### config.mk
export PLATFORM = sky130hd
export DESIGN_NAME = dds_nco
export DESIGN_NICKNAME = d
export VERILOG_FILES = /design/src/rtl/dds_nco.sv
export SDC_FILE = /design/constraint.sdc
export NUM_CORES = 1
export LEC_CHECK = 0
export CORE_UTILIZATION = 54
export DETAILED_ROUTE_END_ITERATION = 6
export PLACE_DENSITY = 0.81
export SKIP_LAST_GASP = 1
export SLEW_MARGIN = 20
export SYNTH_ARGS = -nofsm -noshare
export SYNTH_HDL_FRONTEND = slang
export SYNTH_SLANG_ARGS = --single-unit
### constraint.sdc
create_clock -name clk -period 3.65 [get_ports clk]
set_clock_uncertainty 0.05 [all_clocks]
set_input_delay 0.73 -clock clk [delete_from_list [all_inputs] [get_ports clk]]
set_output_delay 0.73 -clock clk [all_outputs]
set_load 0.1 [all_outputs]
### src/rtl/dds_nco.sv
// dds_nco -- numerically controlled oscillator with quadrature outputs.
//
// A phase accumulator advances by a runtime-loadable tuning word. Its top
// LUT_AW bits, plus a 2-bit quarter-cycle phase offset, address a
// quarter-wave sine table. The result is two offset-binary samples
// (cosine, sine) that can drive a DAC directly.
//
// The phase offset can be applied as soon as it is loaded. It can also be
// held pending until the next carrier-cycle boundary (accumulator carry or
// sync), so that DPSK/QPSK symbol changes land on whole cycles.
//
// Ports:
//   clk        clock, all state updates on the rising edge
//   rst        asynchronous, active-high reset
//   en         advance the accumulator this cycle
//   sync       zero the accumulator (takes priority over en)
//   fcw_in     frequency tuning word
//   fcw_load   capture fcw_in (the same edge still steps with the old word)
//   pm_in      phase offset in units of 90 degrees
//   pm_load    request a phase offset change
//   cos_out    offset-binary cosine sample
//   sin_out    offset-binary sine sample
//   out_valid  sample pair comes from an enabled step (en delayed 2 cycles)
//   wrap       one-cycle pulse following an accumulator carry
module dds_nco #(
    parameter int              ACC_W      = 24,
    parameter int              LUT_AW     = 8,
    parameter int              OUT_W      = 8,
    parameter logic [ACC_W-1:0] FCW_RST   = ACC_W'(65536),
    parameter int              PM_AT_WRAP = 1
) (
    input  logic             clk,
    input  logic             rst,
    input  logic             en,
    input  logic             sync,
    input  logic [ACC_W-1:0] fcw_in,
    input  logic             fcw_load,
    input  logic [1:0]       pm_in,
    input  logic             pm_load,
    output logic [OUT_W-1:0] cos_out,
    output logic [OUT_W-1:0] sin_out,
    output logic             out_valid,
    output logic             wrap
);

    localparam int N     = 2 ** LUT_AW;
    localparam int QN    = N / 4;
    localparam int AMP   = 2 ** (OUT_W - 1) - 1;
    localparam int MAG_W = OUT_W - 1;

    localparam logic [OUT_W-1:0]  MID      = OUT_W'(2 ** (OUT_W - 1));
    localparam logic [OUT_W-1:0]  POS_FULL = MID + OUT_W'(AMP);
    localparam logic [LUT_AW-2:0] QN_IDX   = (LUT_AW - 1)'(QN);
    localparam logic [LUT_AW-1:0] QTR      = LUT_AW'(QN);

    localparam real PI = 3.14159265358979323846;

    // Round half away from zero.
    function automatic int round_haz(input real x);
        if (x >= 0.0)
            return $rtoi(x + 0.5);
        else
            return -$rtoi(-x + 0.5);
    endfunction

    // Sine over [0, pi/2]; the series converges far below one LSB there.
    function automatic real sin_series(input real x);
        real term;
        real sum;
        term = x;
        sum  = x;
        for (int k = 1; k <= 12; k++) begin
            term = -term * x * x / real'((2 * k) * (2 * k + 1));
            sum  = sum + term;
        end
        return sin_series_ret(sum);
    endfunction

    function automatic real sin_series_ret(input real v);
        return v;
    endfunction

    // Quarter-wave table, entries 0..QN inclusive, so that the quadrant
    // edges (0, 90, 180, 270 degrees) are exact in every quadrant.
    function automatic logic [QN:0][MAG_W-1:0] build_qtab();
        logic [QN:0][MAG_W-1:0] t;
        for (int i = 0; i <= QN; i++)
            t[i] = MAG_W'(round_haz(real'(AMP) *
                          sin_series(PI / 2.0 * real'(i) / real'(QN))));
        return t;
    endfunction

    localparam logic [QN:0][MAG_W-1:0] QTAB = build_qtab();

    // Signed sine of a LUT phase by quadrant folding. Rounding is
    // odd-symmetric, so negating the table value stays bit-exact.
    function automatic logic signed [OUT_W-1:0] quarter_lookup(
        input logic [LUT_AW-1:0] ph
    );
        logic [LUT_AW-3:0]       r;
        logic [LUT_AW-2:0]       idx;
        logic signed [OUT_W-1:0] mag;
        r   = ph[LUT_AW-3:0];
        idx = ph[LUT_AW-2] ? (QN_IDX - {1'b0, r}) : {1'b0, r};
        mag = signed'({1'b0, QTAB[idx]});
        return ph[LUT_AW-1] ? -mag : mag;
    endfunction

    function automatic logic [OUT_W-1:0] to_offset(
        input logic signed [OUT_W-1:0] v
    );
        return MID + unsigned'(v);
    endfunction

    logic [ACC_W-1:0]  acc_p0;
    logic [ACC_W-1:0]  fcw;
    logic [1:0]        pm_off;
    logic [1:0]        pm_pend;
    logic              pend;
    logic [ACC_W:0]    acc_sum;
    logic              carry;
    logic [LUT_AW-1:0] phase_p1;
    logic              vld_p1;

    assign acc_sum = {1'b0, acc_p0} + {1'b0, fcw};
    assign carry   = en & ~sync & acc_sum[ACC_W];

    // ---- stage p0: accumulator, tuning word, phase offset ----
    always_ff @(posedge clk or posedge rst) begin
        if (rst) begin
            acc_p0  <= '0;
            fcw     <= FCW_RST;
            pm_off  <= 2'd0;
            pm_pend <= 2'd0;
            pend    <= 1'b0;
            wrap    <= 1'b0;
        end else begin
            if (sync)
                acc_p0 <= '0;
            else if (en)
                acc_p0 <= acc_sum[ACC_W-1:0];

            if (fcw_load)
                fcw <= fcw_in;

            wrap <= carry;

            if (PM_AT_WRAP != 0) begin
                // A load on the boundary edge itself takes effect at once;
                // otherwise a pending load is committed at the boundary.
                if (carry || sync) begin
                    if (pm_load)
                        pm_off <= pm_in;
                    else if (pend)
                        pm_off <= pm_pend;
                    pend <= 1'b0;
                end else if (pm_load) begin
                    pm_pend <= pm_in;
                    pend    <= 1'b1;
                end
            end else if (pm_load) begin
                pm_off <= pm_in;
            end
        end
    end

    // ---- stage p1: LUT phase with quarter-cycle offset ----
    always_ff @(posedge clk or posedge rst) begin
        if (rst) begin
            phase_p1 <= '0;
            vld_p1   <= 1'b0;
        end else begin
            phase_p1 <= acc_p0[ACC_W-1 -: LUT_AW] + {pm_off, {(LUT_AW - 2){1'b0}}};
            vld_p1   <= en;
        end
    end

    // ---- stage p2: table lookup, offset-binary outputs ----
    always_ff @(posedge clk or posedge rst) begin
        if (rst) begin
            cos_out   <= POS_FULL;
            sin_out   <= MID;
            out_valid <= 1'b0;
        end else begin
            cos_out   <= to_offset(quarter_lookup(phase_p1 + QTR));
            sin_out   <= to_offset(quarter_lookup(phase_p1));
            out_valid <= vld_p1;
        end
    end

endmodule

-- Yosys cells after proc, flatten, opt, wreduce, memory -nomap -nowiden
Memories as Yosys holds them, arrays and structs flattened.
Index checks and enable logic that the tools add are counted.
W data, S select, Z words.
- add/subtract/negate cells: 9
- magnitude comparators: 2
- mux-type cells: 12
- bitwise gates (word level): 4
- reductions and logical operators: 6
- operators with widths (kind ; count):
    $mux W24 ; 2
    $mux W7 ; 4
    $add A24 B24 Y25 ; 1
    $add A8 B8 Y8 const A ; 2
    $lt A7 B8 Y1 const B ; 2
    $mux W8 ; 2
    $neg A7 Y8 ; 2
    $sub A7 B6 Y7 const A ; 2
    $add A8 B7 Y8 const B ; 1
    $add A8 B8 Y8 ; 1
    $reduce_bool A2 Y1 ; 3
    $mux W2 ; 2
    $reduce_and A2 Y1 ; 2
    $and A1 B1 Y1 ; 2
    $mux W1 ; 2
    $not A1 Y1 ; 2
    $logic_or A1 B1 Y1 ; 1
- register bits after elaboration: 80
- memory bits (read-only): 1792
- input bits: 32
- output and inout port bits: 18
- logic and storage cells: 46
- memories: 2
- memory list (memory ; depth ; bits a word ; rd ports ; clocked after Yosys merged registers in ; write ports ; line ; RTL):
    (no name shown) ; 128 ; 7 ; 1 ; 0 ; 0 ; 105 ; mag = signed'({1'b0, QTAB[idx]});
    (no name shown) ; 128 ; 7 ; 1 ; 0 ; 0 ; 105 ;

-- Longest topological paths before layout
Gate-level depths: netlist of the first run.
- depth in word-level cells: 8
- gate-level depth with buffers: 17
- mapped depth without buffers: 14

-- Worst setup path before layout of the first run
OpenSTA, ideal clock, no wires.
- kind: reg2reg
- start: register phase_p1[0]
- end: register cos_out[6]
- setup time: 0.075 ns
- arrival: 3.507 ns
- data required time: 3.525 ns
- setup slack: 0.018 ns
- cell stages (with the launch flop): 14
- buffers on the path: 1
- clock period less this slack: 3.632 ns
- cells stage by stage: dfrtp_1 buf_4 inv_1 ha_1 mux2_2 inv_1 ha_1 inv_1 mux4_1 a31oi_1 o211a_1 nand3b_4 o41ai_2 xnor2_1
- cells in the longest elaborated chain, start to end: 8
- ends and longest elaborated chain (item ; line ; RTL):
    from (decl) ; 122 ; logic [LUT_AW-1:0] phase_p1;
    from (signal assigned) ; 173 ; phase_p1 <= acc_p0[ACC_W-1 -: LUT_AW] + {pm_off, {(LUT_AW - 2){1'b0}}};
    $add A8 B7 Y8 (*) ; 185 ; cos_out <= to_offset(quarter_lookup(phase_p1 + QTR));
    $sub A7 B6 Y7 ; 104 ; idx = ph[LUT_AW-2] ? (QN_IDX - {1'b0, r}) : {1'b0, r};
    $mux W7 ; 104 ;
    $mem_v2 Z128 W7 ; -- ;
    $mux W7 (not written as such) ; 105 ;
    $neg A7 Y8 ; 106 ; return ph[LUT_AW-1] ? -mag : mag;
    $mux W8 (*) ; 106 ;
    $add A8 B8 Y8 (*) ; 112 ; return MID + unsigned'(v);
    to (signal assigned) ; 185 ;
    to (decl) ; 40 ; output logic [OUT_W-1:0] cos_out,
Mark *: on every way between the ends. The rest lies on a longest branch, timed or not. The select of a mux whose other input is x is not followed.
A chain may end at the register's enable or synchronous reset.

-- Worst setup path in the final report of the first run
- start: register phase_p1[6]
- end: register sin_out[7]
- cells in the longest elaborated chain, start to end: 6
- ends and longest elaborated chain (item ; line ; RTL):
    $mux W7 (*) ; 104 ;
    $mem_v2 Z128 W7 (*) ; -- ;
    $mux W7 (not written as such) (*) ; 105 ;
    $neg A7 Y8 ; 106 ;
    $mux W8 (*) ; 106 ;
    $add A8 B8 Y8 (*) ; 112 ;
    to (signal assigned) ; 186 ; sin_out <= to_offset(quarter_lookup(phase_p1));
    to (decl) ; 41 ; output logic [OUT_W-1:0] sin_out,
Marks and branches as above.

==> results_dict.tcl, run 1 <==
set metrics [dict create \
    ys.flop_type "dfrtp_1" \
    initial_core_util 0.553 \
    synth_cell_types 98 \
    grt_pass1_wl_um 25000 \
    grt_overflow 0 \
    die_x_um 110 \
    async_reset_ff_frac 1.00 \
    leakage_nw 3.11 \
    hold_buffers 0 \
    synth-edff-count 0 \
    rsz0062_at_grt "false" \
    final_antenna_net_count 0 \
    powerDensity_nw_per_um2 949 \
    ys_top_cells_by_area "dfrtp_1 28%, ha_1 8.8%, mux2_2 5.0%" \
    fp.dieH_um 110 \
    cts_made_buffers 9 \
    postSynthCellCount 672 \
    layout-drive-gt1-share 0.176 \
    rows 39 \
    htreeDepth 3 \
    cp_top_family "compound AO/OA/AOI/OAI gates" \
    cp.buffers_inverters 1 \
    avgSynthCellArea_um2 9.35 \
    syn_nets 749 \
    max_freq_ghz 0.297 \
    synth_xor_area_frac 0.0502 \
    gp_congestion 0.882 \
    p_clk_frac 0.138 \
    worst-endpoint-required_ns 3.86 \
    synth-adder-area-share 0.0908 \
    finalSetupViolCount 0 \
    clock_latency_ns 0.34 \
    grt_max_degree 45 \
    synth_seq_cells 80 \
    fillers 900 \
    ios 50 \
    hpwl_um 11000 \
    start_kind "flip-flop" \
    synth-simple-area-share 0.173 \
    dr_total_vias 5451 \
    port_buffers 49 \
    pwr-share-seq 0.192 \
    vias_per_cell 6.25 \
    relSlewSlack 0.345 \
    period_share 0.923 \
    drc 0 \
    cts_resized 0 \
    crit_path_cell_trace "buf_4 > o21ai_1 > ha_1 > nor3b_1 > o21ai_0 > o31ai_1 > a221oi_1 > nor3_1 > nor2_1 > a41oi_1 > a21oi_1" \
    r2r_slack_ns 0.28 \
    synth_compound_area_frac 0.222 \
    ys_seq_area_frac 0.321 \
    synth_top_area_frac 0.279 \
    ys.warnings.count 0 \
    synth_mux_area_frac 0.0874 \
    tightest_slew_ns 0.980 \
    crit_path_max_incr_delay_ns 0.57 \
    fin_nets 801 \
    cp_max_fo 16 \
    routedWlPerCell_um 17.2 \
    switching_share 0.499 \
    yosysMostFrequentCell "dfrtp_1" \
    path_class "reg -> reg" \
    switching_power_mw 3.44 \
    yosysTopAreaCell "dfrtp_1" \
    synth_top_family_by_area "compound AO/OA/AOI/OAI gates" \
    wirelength_um 15000 \
    grt_antenna_before_repair 0 \
    cp_slowest_cell "dfrtp_1" \
    arrival_ns 3.58 \
    area_growth_pct 15.3 \
    hp-class "reg -> reg" \
    drtPass1Iterations 5 \
    grtUsageTotal 0.265 \
    diodes 0 \
    clockBufferDepth 2 \
    die_area_um2 12100 \
    maxCapViolCount 0 \
    status "finished, final reports clean" \
    slew_violations 0 \
    min_period_ns 3.37 \
    post_cts_buffers 0 \
    p_int_mw 3.44 \
    fin_setup_tns_ns 0 \
    synth_area_um2 6280 \
    p_comb_frac 0.670 \
    cts.sink_count 80 \
    cts_root_buffer "clkbuf_16" \
    synth_common_cells "70 x dfrtp_1, 46 x nor2_1, 44 x ha_1" \
    clkTransAtPathRegs_ns 0.06 \
    hold_violations 0 \
    p_total_mw 6.88 \
    core_area_um2 11400 \
    peakVddDrop_mv 0.509 \
    cts_tree "built" \
    drt_iter0_drc 361 \
    grt_pass1_vias 5271 \
    crit_path_end_kind "flip-flop" \
]
==> final cells by class <==
class,instances,area [µm²],share of cell area
clock inverters,5,81.3,0.0112
clock buffers,11,233,0.0321
multi-input cells,521,3920,0.540
well taps,143,179,0.0247
flip-flops and latches,80,2010,0.278
repair buffers,78,698,0.0963
inverters,34,129,0.0178
==> per-layer routing <==
layer	vias up	wire length [µm]	global-route usage
met2	194	7790	0.454
li1	2586	-	-
met3	33	734	0.0451
met4	0	314	0.0943
met5	-	0	0
met1	2638	6160	0.335
==> worst reg2reg max path, cell delays in order, from the launching register on <==
cell and delay (ns):
dfrtp_1 0.57, buf_4 0.26, o21ai_1 0.41, ha_1 0.46, nor3b_1 0.11, o21ai_0 0.21, o31ai_1 0.10, a221oi_1 0.39
nor3_1 0.13, nor2_1 0.17, a41oi_1 0.20, a21oi_1 0.23
==> kinds of logic (layout without fill, tap and decap cells) <==
family                     after synthesis  after routing
and+or+nand+nor                        199            199
AOI/OAI and AO/OA                      194            194
DFF                                     80             80
buffers and inverters                   71            128
muxes                                   47             47
adders and majority gates               45             45
xor gates and xnor gates                36             36
==> cells in the final DEF (no fill, tap or decap), types with 10 or more instances in the layout <==
master and n:
a21oi_1 42, nor2b_1 11, buf_4 37, mux2_2 28, clkdlybuf4s50_1 40, nor3_1 21, a211oi_1 11, o21ai_0 36
nand2b_1 12, inv_1 33, mux2i_1 16, nand2_1 43, nor2_1 46, ha_1 44, dfrtp_1 70, nand3_1 20
dfstp_2 10, xnor2_1 24, xor2_1 12
==> through the flow <==
stage	hold WS [ns]	worst slack (ns)	area, µm²	cells	util
global placement	0.291	0.470	6940	856	0.610
finish	0.321	0.280	7250	872	0.638
floorplan	0.281	0.0180	6280	672	-
CTS	0.327	0.312	7250	872	0.638
detailed placement	0.315	0.324	6940	856	0.610
global route	0.326	0.0288	7250	872	0.638
==> registers in the layout, indices dropped and copies added (netlist names) <==
| register | count |
|---|---|
| pm_off | 2 |
| pend | 1 |
| acc_p0 | 24 |
| pm_pend | 2 |
| fcw | 24 |
| cos_out | 8 |
| vld_p1 | 1 |
| wrap | 1 |
| sin_out | 8 |
| out_valid | 1 |
| phase_p1 | 8 |
==> power groups by stage <==
stage	Clock, mW	Combinational (mW)	Sequential (mW)
final	0.949	4.61	1.32
after global routing	0.999	4.97	1.35
after CTS	0.965	4.56	1.32
after detailed placement	0	4.52	1.34
after global placement	0	4.45	1.32
after floorplan	0	2.94	1.98
==> final timing paths <==
check	from	endpoint	cells past startpoint
max in group asynchronous	rst	sin_out[7]$_DFF_PP1_	3
max	phase_p1[6]$_DFF_PP0_	sin_out[7]$_DFF_PP1_	11
min	vld_p1$_DFF_PP0_	out_valid$_DFF_PP0_	0
max reg2reg	phase_p1[6]$_DFF_PP0_	sin_out[7]$_DFF_PP1_	11
min reg2reg	vld_p1$_DFF_PP0_	out_valid$_DFF_PP0_	0
min in group asynchronous	rst	out_valid$_DFF_PP0_	2
No activity file was read; power rests on OpenSTA's default activity.
==> run 2: changes to the inputs <==
--- a/config.mk
+++ b/config.mk
@@ -5,9 +5,9 @@
 export SDC_FILE = /design/constraint.sdc
 export NUM_CORES = 1
 export LEC_CHECK = 0
-export CORE_UTILIZATION = 54
+export CORE_UTILIZATION = 64
 export DETAILED_ROUTE_END_ITERATION = 6
-export PLACE_DENSITY = 0.81
+export PLACE_DENSITY = 0.9
 export SKIP_LAST_GASP = 1
 export SLEW_MARGIN = 20
 export SYNTH_ARGS = -nofsm -noshare
==> constraint.sdc (replaced) <==
create_clock -name clk -period 4.1 [get_ports clk]
set_clock_uncertainty 0.05 [all_clocks]
set_input_delay 0.82 -clock clk [delete_from_list [all_inputs] [get_ports clk]]
set_output_delay 0.82 -clock clk [all_outputs]
set_load 0.1 [all_outputs]
==> results_dict.tcl, run 2 (synthesis gave the netlist of run 1 again) <==
set metrics [dict create \
    status "finished, final reports clean" \
    dr_total_vias 5656 \
    post_cts_buffers 0 \
    maxCapViolCount 0 \
    cts.sink_count 80 \
    post-route-util 0.752 \
    cp_slowest_cell "dfrtp_1" \
    reg_top3 "acc_p0: 24 flops, fcw: 24 flops" \
    leakage_nw 2.99 \
    finalSetupViolCount 0 \
    drc 0 \
    final-seq-area_um2 2010 \
    path_class "reg -> reg" \
    hp-class "reg -> reg" \
    cpMostUsedCell "ha_1" \
    grt_max_degree 35 \
    powerDensity_nw_per_um2 830 \
    start_kind "flip-flop" \
    fp.dieH_um 101 \
    cp.buffers_inverters 1 \
    port_buffers 49 \
    routedWlPerCell_um 18.9 \
    cts_tree "built" \
    cts_resized 0 \
    clock_latency_ns 0.36 \
    layout_commonest_cell "dfrtp_1" \
    die_area_um2 10200 \
    min_period_ns 3.77 \
    relSlewSlack 0.308 \
    hpwl_um 11200 \
    peakVddDrop_mv 0.461 \
    arrival_ns 3.95 \
    cts_made_buffers 9 \
    rows 35 \
    grt_pass1_vias 5685 \
    wirelength_um 16000 \
    cp_max_fo 11 \
    crit_path_cell_trace "inv_1 > ha_1 > nand2_1 > o21ai_1 > ha_1 > nor3b_1 > o21ai_0 > o31ai_1 > a221oi_1 > nor3_1 > nor2_1 > a41oi_1 > xnor2_1" \
    period_share 0.920 \
    ios 50 \
    htreeDepth 3 \
    grt_antenna_before_repair 0 \
    grt_overflow 0 \
    tightest_slew_ns 1.03 \
    fillers 648 \
    hold_violations 0 \
    cp_top_family "compound AO/OA/AOI/OAI gates" \
    final_cell_mix "70 x dfrtp_1, 49 x clkdlybuf4s50_1, 46 x nor2_1" \
    rsz0062_at_grt "false" \
    clockBufferDepth 2 \
    drtPass1Iterations 6 \
    fin_nets 789 \
    layout-drive-gt1-share 0.152 \
    die_x_um 101 \
    cts_root_buffer "clkbuf_8" \
    area_growth_pct 12.1 \
    clkTransAtPathRegs_ns 0.09 \
    gp_congestion 0.924 \
    grtUsageTotal 0.329 \
    final_antenna_net_count 0 \
    slew_violations 0 \
    max_freq_ghz 0.265 \
    vias_per_cell 6.69 \
    fin_setup_tns_ns 0 \
    diodes 0 \
    multi_input_area_um2 3920 \
    core_area_um2 9370 \
    crit_path_max_incr_delay_ns 0.52 \
    initial_core_util 0.671 \
    grt_pass1_wl_um 26500 \
    hold_buffers 0 \
    crit_path_end_kind "flip-flop" \
    worst-endpoint-required_ns 4.28 \
    drt_iter0_drc 310 \
]
run 2: layout make-up:
class / count / share of cell area
multi-input cells: 521 / 0.556
clock inverters: 5 / 0.00782
clock buffers: 11 / 0.0215
well taps: 129 / 0.0229
repair buffers: 66 / 0.0877
flip-flops and latches: 80 / 0.286
inverters: 34 / 0.0183
run 2: power by group:
group          internal, mW  switching (mW)  leakage, nW  total (mW)
Sequential             1.04           0.149        0.975        1.19
Combinational          1.43            2.61         1.92        4.04
Clock                 0.313           0.299        0.101       0.612
run 2: worst paths after layout:
| kind | startpoint | end | slack, ns | cells past startpoint |
|---|---|---|---|---|
| worst max-delay path | phase_p1[1]$_DFF_PP0_ | sin_out[5]$_DFF_PP0_ | 0.33 | 13 |
| worst min-delay path | vld_p1$_DFF_PP0_ | out_valid$_DFF_PP0_ | 0.31 | 0 |
| worst max register to register | phase_p1[1]$_DFF_PP0_ | sin_out[5]$_DFF_PP0_ | 0.33 | 13 |
| worst min register to register | vld_p1$_DFF_PP0_ | out_valid$_DFF_PP0_ | 0.31 | 0 |
| max in group asynchronous | rst | cos_out[2]$_DFF_PP1_ | 2.45 | 3 |
| min in group asynchronous | rst | sin_out[2]$_DFF_PP0_ | 0.77 | 2 |
run 2: worst reg2reg max path, cell delays in order, from the launching register on:
cell,delay [ns]
dfrtp_1,0.52
inv_1,0.12
ha_1,0.33
nand2_1,0.06
o21ai_1,0.50
ha_1,0.52
nor3b_1,0.10
o21ai_0,0.21
o31ai_1,0.10
a221oi_1,0.46
nor3_1,0.14
nor2_1,0.18
a41oi_1,0.18
xnor2_1,0.18
run 2: through the flow:
step	hold WS [ns]	instance area [µm²]	std cells	setup WS, ns	total power, mW
after floorplan	0.281	6280	672	0.468	4.38
after global placement	0.285	6840	830	0.586	5.04
after detailed placement	0.286	6840	830	0.475	5.15
after CTS	0.307	7040	846	0.390	5.78
after global routing	0.314	7040	846	0.0838	6.19
final	0.306	7040	846	0.330	5.84
run 2: routing by layer:
layer | vias up | wire length (µm) | global-route usage | share of wire
li1 | 2558 | - | - | -
met1 | 2749 | 6320 | 0.395 | 0.40
met2 | 289 | 8210 | 0.579 | 0.51
met3 | 60 | 1010 | 0.0479 | 0.063
met4 | 0 | 456 | 0.158 | 0.028
met5 | - | 0 | 0 | 0
==> run 3: changes to the inputs <==
--- a/config.mk
+++ b/config.mk
@@ -5,6 +5,7 @@
 export SDC_FILE = /design/constraint.sdc
 export NUM_CORES = 1
 export LEC_CHECK = 0
+export ABC_CLOCK_PERIOD_IN_PS = 4100
 export CORE_UTILIZATION = 64
 export DETAILED_ROUTE_END_ITERATION = 6
 export PLACE_DENSITY = 0.9
==> results of run 3 <==
Same layout as run 2: the final DEF is identical, and so are final timing and power.
